==> src/rtl/subexpr_operand_loader.sv <==
// rtl/subexpr_operand_loader.sv - serial-to-parallel operand loader for the subexpression datapath
//
// Collects four BW-bit words (a, b, c, d) from a valid/ready stream and presents
// them as one parallel frame that stays stable until downstream accepts it.
// Optional feature macro: LOADER_ZERO_CHECK_EN adds the b_zero output.
//
// Ports:
//   clk, rst_n          clock, asynchronous active-low reset
//   in_valid/in_ready   upstream word handshake (in_ready is registered)
//   in_data             operand word
//   in_start            marks the word as the first operand (a) of a frame
//   a, b, c, d          assembled operands
//   out_valid/out_ready downstream frame handshake
//   frame_err           one-cycle pulse on a framing error
//   b_zero              (LOADER_ZERO_CHECK_EN only) b == 0 for the presented frame

module subexpr_operand_loader #(
    parameter int BW = 8
) (
    input  logic          clk,
    input  logic          rst_n,
    input  logic          in_valid,
    output logic          in_ready,
    input  logic [BW-1:0] in_data,
    input  logic          in_start,
    output logic [BW-1:0] a,
    output logic [BW-1:0] b,
    output logic [BW-1:0] c,
    output logic [BW-1:0] d,
    output logic          out_valid,
    input  logic          out_ready,
    output logic          frame_err
`ifdef LOADER_ZERO_CHECK_EN
    ,
    output logic          b_zero
`endif
);

    typedef enum logic [1:0] {
        IDLE = 2'd0,
        LOAD = 2'd1,
        HOLD = 2'd2
    } state_t;

    state_t     state;
    logic [1:0] cnt;
    logic       accept;

    assign accept = in_valid && in_ready;

    always_ff @(posedge clk or negedge rst_n) begin
        if (!rst_n) begin
            state     <= IDLE;
            cnt       <= 2'd0;
            in_ready  <= 1'b0;
            out_valid <= 1'b0;
            frame_err <= 1'b0;
            a         <= '0;
            b         <= '0;
            c         <= '0;
            d         <= '0;
`ifdef LOADER_ZERO_CHECK_EN
            b_zero    <= 1'b0;
`endif
        end else begin
            frame_err <= 1'b0;
            case (state)
                IDLE: begin
                    // in_ready comes up here on the first edge after reset release
                    in_ready <= 1'b1;
                    if (accept) begin
                        if (in_start) begin
                            a     <= in_data;
                            cnt   <= 2'd1;
                            state <= LOAD;
                        end else begin
                            frame_err <= 1'b1;
                        end
                    end
                end
                LOAD: begin
                    if (accept) begin
                        // A start word wins over completing the frame, even at cnt == 3
                        if (in_start) begin
                            a         <= in_data;
                            cnt       <= 2'd1;
                            frame_err <= 1'b1;
                        end else begin
                            cnt <= cnt + 2'd1;
                            case (cnt)
                                2'd1: b <= in_data;
                                2'd2: c <= in_data;
                                2'd3: begin
                                    d         <= in_data;
                                    state     <= HOLD;
                                    in_ready  <= 1'b0;
                                    out_valid <= 1'b1;
`ifdef LOADER_ZERO_CHECK_EN
                                    b_zero    <= (b == '0);
`endif
                                end
                                default: a <= in_data;
                            endcase
                        end
                    end
                end
                HOLD: begin
                    if (out_ready) begin
                        state     <= IDLE;
                        out_valid <= 1'b0;
                        in_ready  <= 1'b1;
`ifdef LOADER_ZERO_CHECK_EN
                        b_zero    <= 1'b0;
`endif
                    end
                end
                default: begin
                    state     <= IDLE;
                    cnt       <= 2'd0;
                    in_ready  <= 1'b0;
                    out_valid <= 1'b0;
                end
            endcase
        end
    end

endmodule

==> config.mk <==
export PLATFORM = sky130hd
export DESIGN_NAME = subexpr_operand_loader
export DESIGN_NICKNAME = d
export VERILOG_FILES = /design/src/rtl/subexpr_operand_loader.sv
export SDC_FILE = /design/constraint.sdc
export NUM_CORES = 1
export LEC_CHECK = 0
export ABC_AREA = 1
export CORE_MARGIN = 1.5
export CORE_UTILIZATION = 50
export CTS_BUF_LIST = sky130_fd_sc_hd__clkbuf_4 sky130_fd_sc_hd__clkbuf_8
export DETAILED_ROUTE_END_ITERATION = 7
export GPL_TIMING_DRIVEN = 0
export MAX_ROUTING_LAYER = met4
export PLACE_DENSITY = 0.9
export SLEW_MARGIN = 30
export SYNTH_ARGS = -nofsm -noshare
export SYNTH_HDL_FRONTEND = slang
export SYNTH_SLANG_ARGS = --single-unit
==> constraint.sdc <==
create_clock -name clk -period 1.9 [get_ports clk]
set_clock_uncertainty 0.1 [all_clocks]
set_input_delay 0.38 -clock clk [delete_from_list [all_inputs] [get_ports clk]]
set_output_delay 0.38 -clock clk [all_outputs]
set_load 0.01 [all_outputs]
==> flow_summary.json, run 1 <==
{
  "outcome": "finished, final reports clean",
  "synthCells": 178,
  "ys_ff_latch": 39,
  "netlist.area_leader.share_pct": 54.70,
  "post-cts-setup-buffers": 0,
  "wl_met2_um": 1950,
  "drive_above_1_share_pct": 14.89,
  "dp_cells": 272,
  "sw_frac_of_total_pct": 35.64,
  "crit_buf_inv": 1,
  "place_hpwl_um": 2930,
  "syn-cell-area_um2": 1784,
  "grt.overflow.total": 0,
  "layout.cells.non_filler": 281,
  "synth_cell_types": 22,
  "grt_pass1_wl_um": 6561,
  "fmax_mhz": 553.9,
  "synth_area_leader_cell": "dfrtp_1",
  "ant_nets": 0,
  "synth.avg_cell_area_um2": 10.02,
  "p_seq_share_pct": 36.6,
  "cts-root-buf": "clkbuf_4",
  "synth.most_common_cell": "nand2_1",
  "wl_met1_um": 1589,
  "p_clk_share_pct": 19.1,
  "antenna_found_initial": 0,
  "gp_congestion": 0.7876,
  "cp_max_fo": 3,
  "dr.first_iter.drc_count": 80,
  "slowest_delay_ps": 560,
  "slowest_stage": "clkdlybuf4s50_1",
  "cpLargestDelayFamily": "buffers and inverters",
  "dr.pass1.iters": 4,
  "finalHoldViolations": 0,
  "rows": 21,
  "worst_slew_pin_slew_ps": 433.0,
  "startpoint_type": "register",
  "yosysWarnings": 0,
  "cts_tree": "built",
  "clk_latency_ps": 340,
  "ys.flop_type": "dfrtp_1",
  "ios": 48,
  "diodes": 0,
  "finalNetCount": 252,
  "grt_pass1_vias": 1432,
  "slew_viol_final": 0,
  "rsz0062_at_grt": "false",
  "critPathRequiredTime_ps": 1420,
  "internal-power_w": 0.002344,
  "arrival_ps": 1330,
  "clkSinkCount": 39,
  "die_x_um": 62.74,
  "synthTopCellsByCount": "nand2_1 (54), dfrtp_1 (39), inv_1 (16), o21ai_1 (16), nand4_1 (10)",
  "top_layer": "met4",
  "total_power_w": 0.003642,
  "min-delay-path-class": "in -> async",
  "post_dp_cell_area_um2": 2335,
  "critical_path_class": "reg -> out",
  "clk_pin_slew_worst_paths_ps": 110,
  "layout_min_cycle_time_ps": 1805,
  "via_per_inst": 5.149,
  "leakagePower_nw": 1.141,
  "synth_area_leaders": "dfrtp_1 (55%), nand2_1 (11%), o21ai_1 (4.5%)",
  "synth-async-reset-ratio_pct": 100.0,
  "cts_resized": 0,
  "drc": 0,
  "dieHeight_um": 62.74,
  "vdd_ir_drop_max_uv": 1011,
  "synth-edff-count": 0,
  "relSlewSlack_pct": 71.13,
  "cts_buffers": 5,
  "grt_max_degree": 23,
  "cp_cell_sequence": "clkdlybuf4s50_1",
  "start_util_pct": 52.64,
  "met3RoutedLength_um": 255,
  "routedWlPerCell_um": 13.79,
  "finalCritPeriodShare_pct": 95.02,
  "cts.path.max_buffers": 2,
  "grt.total_usage_pct": 22.82,
  "synth.net_count": 196,
  "core_um2": 3390,
  "final_area_um2": 2450,
  "syn_to_final_growth_pct": 37.31,
  "max_cap_viol_count": 0,
  "p_sw_w": 0.001298,
  "p_comb_share_pct": 44.3,
  "die_area_um2": 3936,
  "setup_viol": 0,
  "ys_seq_area_share_pct": 54.70,
  "port_buffers": 47,
  "wl_um": 3874,
  "cp-end-kind": "primary output",
  "dr_total_vias": 1447,
  "power.density_nw_per_um2": 1487,
  "htree_levels": 2
}
## final cells by class
type                    instances  area [um^2]
multi-input cells             117        685.7
inverters                      17        63.81
repair buffers                 49        503.0
clock inverters                 2        60.06
well taps                      46        57.56
fillers                       247        939.7
plain buffers                   5        58.81
clock buffers                   6        45.04
flip-flops and latches         39        975.9
## cell usage in the layout (no fill, tap or decap), types with 2 or more instances in the layout
cell / n
bufinv_16: 2
o21ai_1: 16
clkbuf_4: 6
o21ai_0: 5
inv_1: 16
o21ai_2: 9
nand3_1: 5
nor2_1: 2
nand3_4: 3
buf_6: 4
clkdlybuf4s50_1: 46
nand2_1: 54
nand4_1: 10
ha_1: 5
dfrtp_1: 39
## final timing paths
check	start	endpoint	slack (ps)	cells past startpoint
max in group asynchronous	rst_n	cnt[1]	860	3
min reg2reg	a[3]	a[3]	390	2
max	in_ready	in_ready	90	1
max reg2reg	state[0]	state[0]	280	9
min	rst_n	c[0]	390	2
min in group clk	a[3]	a[3]	390	2
## power groups by stage
stage                     clock network, W  logic (W)  registers, W
after floorplan                          0   0.000757       0.00144
after global placement                   0    0.00155       0.00133
after detailed placement                 0    0.00161       0.00134
after CTS                         0.000703    0.00163       0.00133
after global routing              0.000746    0.00177       0.00137
final                             0.000694    0.00161       0.00133
## through the flow
step / utilization, % / hold slack, ps / setup WS, ps / TNS, ps
finish: 72.28 / 389.2 / 94.62 / 0
global route: 72.28 / 396.4 / 30.23 / 0
CTS: 72.28 / 387.3 / 76.77 / 0
detailed placement: 68.88 / 244.6 / -68.64 / -456.4
global placement: 68.22 / 358.9 / -510.6 / -20230
floorplan: - / -15.59 / 495.2 / 0
## cells by family (layout without fill, tap and decap cells)
family | count (synthesis) | count (layout) | share of synthesized area (%)
adders and majority gates | 5 | 5 | 3.506
buffers and inverters | 22 | 79 | 6.872
DFF | 39 | 39 | 54.70
AOI/OAI and AO/OA | 32 | 32 | 11.71
and+or+nand+nor | 80 | 80 | 23.21
## flip-flops by register name (all words and copies together), names as in the netlist
name / cells
state: 2
cnt: 2
out_valid: 1
frame_err: 1
a: 8
in_ready: 1
b: 8
d: 8
c: 8
## repair_timing
item,in CTS,in global routing
hold buffers,1,0
endpoints found under the hold margin,17,0
endpoints found under the setup margin,0,0
## metal layers
| metal | vias up | GRT usage, % |
|---|---|---|
| met2 | 53 | 35.75 |
| li1 | 700 | - |
| met4 | 0 | 10.00 |
| met3 | 8 | 6.306 |
| met5 | - | - |
| met1 | 686 | 27.83 |
Power figures use the tool's default switching activity.
==> run 2, diff against run 1 <==
--- a/config.mk
+++ b/config.mk
@@ -6,14 +6,18 @@
 export NUM_CORES = 1
 export LEC_CHECK = 0
 export ABC_AREA = 1
+export CELL_PAD_IN_SITES_DETAIL_PLACEMENT = 1
+export CELL_PAD_IN_SITES_GLOBAL_PLACEMENT = 2
 export CORE_MARGIN = 1.5
-export CORE_UTILIZATION = 50
+export CORE_UTILIZATION = 30
 export CTS_BUF_LIST = sky130_fd_sc_hd__clkbuf_4 sky130_fd_sc_hd__clkbuf_8
 export DETAILED_ROUTE_END_ITERATION = 7
 export GPL_TIMING_DRIVEN = 0
 export MAX_ROUTING_LAYER = met4
-export PLACE_DENSITY = 0.9
+export PLACE_DENSITY = 0.89
+export RECOVER_POWER = 50
 export SLEW_MARGIN = 30
 export SYNTH_ARGS = -nofsm -noshare
 export SYNTH_HDL_FRONTEND = slang
 export SYNTH_SLANG_ARGS = --single-unit
+export TNS_END_PERCENT = 50
==> run 2 against run 1 <==
  * Final area decreased by 0.36%
  * Total power up 1.9%
  * Count of clock-buffer cells in the layout unchanged
  * Combinational power decreased by 4%
  * Die area is 63% higher
  * Hold slack got worse by 7.6 ps
  * Utilization is 29 points lower
  * Fmax up 3.8%
  * First-iteration DRC count is 51% lower
  * Global-route usage is 7.6 points lower
  * Register-to-register slack got worse by 100 ps
==> flow_summary.json, run 2 (synthesis gave the netlist of run 1 again) <==
{
  "relSlewSlack_pct": 66.98,
  "fmax_mhz": 574.7,
  "cpLargestDelayFamily": "buffers and inverters",
  "finalNetCount": 252,
  "leakagePower_nw": 1.141,
  "cp_cell_sequence": "clkdlybuf4s50_1",
  "worst_slew_pin_slew_ps": 495.3,
  "cp-end-kind": "primary output",
  "cp-startpoint": "in_ready",
  "grt_pass1_vias": 1518,
  "use_met3_pct": 3.068,
  "core_um2": 5608,
  "reg2regPathDepth": 6,
  "clk_pin_slew_worst_paths_ps": 80,
  "fin_util_pct": 43.53,
  "cts-root-buf": "clkbuf_8",
  "busiest_layer": "met2",
  "final_cell_mix": "nand2_1 (54), clkdlybuf4s50_1 (46), dfrtp_1 (39)",
  "total_power_w": 0.003712,
  "rows": 27,
  "hp-start": "a[6]",
  "min-delay-path-class": "reg -> reg",
  "grt_util_met2_pct": 23.61,
  "setup_tns_ps": 0,
  "cp.depth": 1,
  "arrival_ps": 1260,
  "power.density_nw_per_um2": 1521,
  "drc": 0,
  "via_per_inst": 4.567,
  "slowest_delay_ps": 570,
  "final_common_cell": "nand2_1",
  "dr.first_iter.drc_count": 39,
  "clkSinkCount": 39,
  "critPathRequiredTime_ps": 1420,
  "ant_nets": 0,
  "routedWlPerCell_um": 13.76,
  "slew_viol_final": 0,
  "dr_total_vias": 1402,
  "max_cap_viol_count": 0,
  "drive_above_1_share_pct": 13.62,
  "grt_pass1_wl_um": 7272,
  "antenna_found_initial": 0,
  "clk_latency_ps": 280,
  "rr_startpoint": "state[0]",
  "cts_tree": "built",
  "critical_path_class": "reg -> out",
  "die_x_um": 80.12,
  "post-cts-setup-buffers": 0,
  "crit_buf_inv": 1,
  "place_hpwl_um": 3332,
  "cts_buffers": 5,
  "dr.pass1.iters": 4,
  "cp_max_fo": 3,
  "start_util_pct": 31.82,
  "gp_congestion": 0.8068,
  "grt.overflow.total": 0,
  "finalHoldViolations": 0,
  "outcome": "finished, final reports clean",
  "cts.path.max_buffers": 2,
  "htree_levels": 2,
  "port_buffers": 47,
  "min_path_cells": 2,
  "cts_resized": 0,
  "rsz0062_at_grt": "false",
  "setup_viol": 0,
  "die_area_um2": 6419,
  "ios": 48,
  "syn_to_final_growth_pct": 36.82,
  "wl_um": 4223,
  "startpoint_type": "register",
  "finalCritPeriodShare_pct": 91.58,
  "slowest_stage": "clkdlybuf4s50_1",
  "diodes": 0,
  "grt.total_usage_pct": 15.25,
  "grt_max_degree": 21,
  "vdd_ir_drop_max_uv": 583.0,
  "dieHeight_um": 80.12,
  "postCtsHoldBufs": 1,
  "use_met1_pct": 20.42,
  "layout_min_cycle_time_ps": 1740
}
## run 2: cell count changes in the layout (fill, tap and decap cells not counted)
cell | before | now
o21ai_0 | 5 | 11
clkbuf_2 | 0 | 4
o21ai_1 | 16 | 10
buf_2 | 1 | 0
clkbuf_8 | 1 | 6
clkbuf_4 | 6 | 1
buf_16 | 1 | 0
nand3_1 | 5 | 8
nand3_4 | 3 | 0
buf_6 | 4 | 2
## run 2: worst paths after layout
kind | to | slack (ps)
min in group asynchronous | a[0] | 490
max reg2reg | b[4] | 180
min reg2reg | a[6] | 380
max | in_ready | 160
max in group asynchronous | c[0] | 360
min | a[6] | 380
## run 2: per-layer routing
metal  wire [um]  share of wire, %
met2        2013                48
met4          27              0.64
met1        2065                49
met3         117               2.8
met5           0                 0
## run 2: report_power, final
group | internal, W | leakage, nW | switching (W) | total, W
combinational | 0.000772 | 0.559 | 0.000783 | 0.00155
clock | 0.000539 | 0.0688 | 0.000282 | 0.000821
sequential | 0.00113 | 0.513 | 0.000205 | 0.00134
total | 0.00244 | 1.14 | 0.00127 | 0.00371
## run 2: stage by stage
step           hold WS (ps)  setup WS [ps]  cells  area, um^2
6_report              381.6          160.0    307        2441
5_1_grt               413.4          39.49    307        2441
4_1_cts               386.2          133.0    307        2514
3_5_place_dp          273.6         -127.3    298        2367
3_3_place_gp          366.7         -639.3    297        2345
2_1_floorplan        -15.59          495.2    178        1784
## run 2: layout make-up
class	instances	area, um^2
Timing Repair Buffer	49	480.5
Tap cell	72	90.09
Sequential cell	39	975.9
Clock buffer	6	76.32
Fill cell	663	3167
Inverter	17	63.81
Multi-Input combinational cell	117	648.1
Clock inverter	2	60.06
Buffer	5	46.29
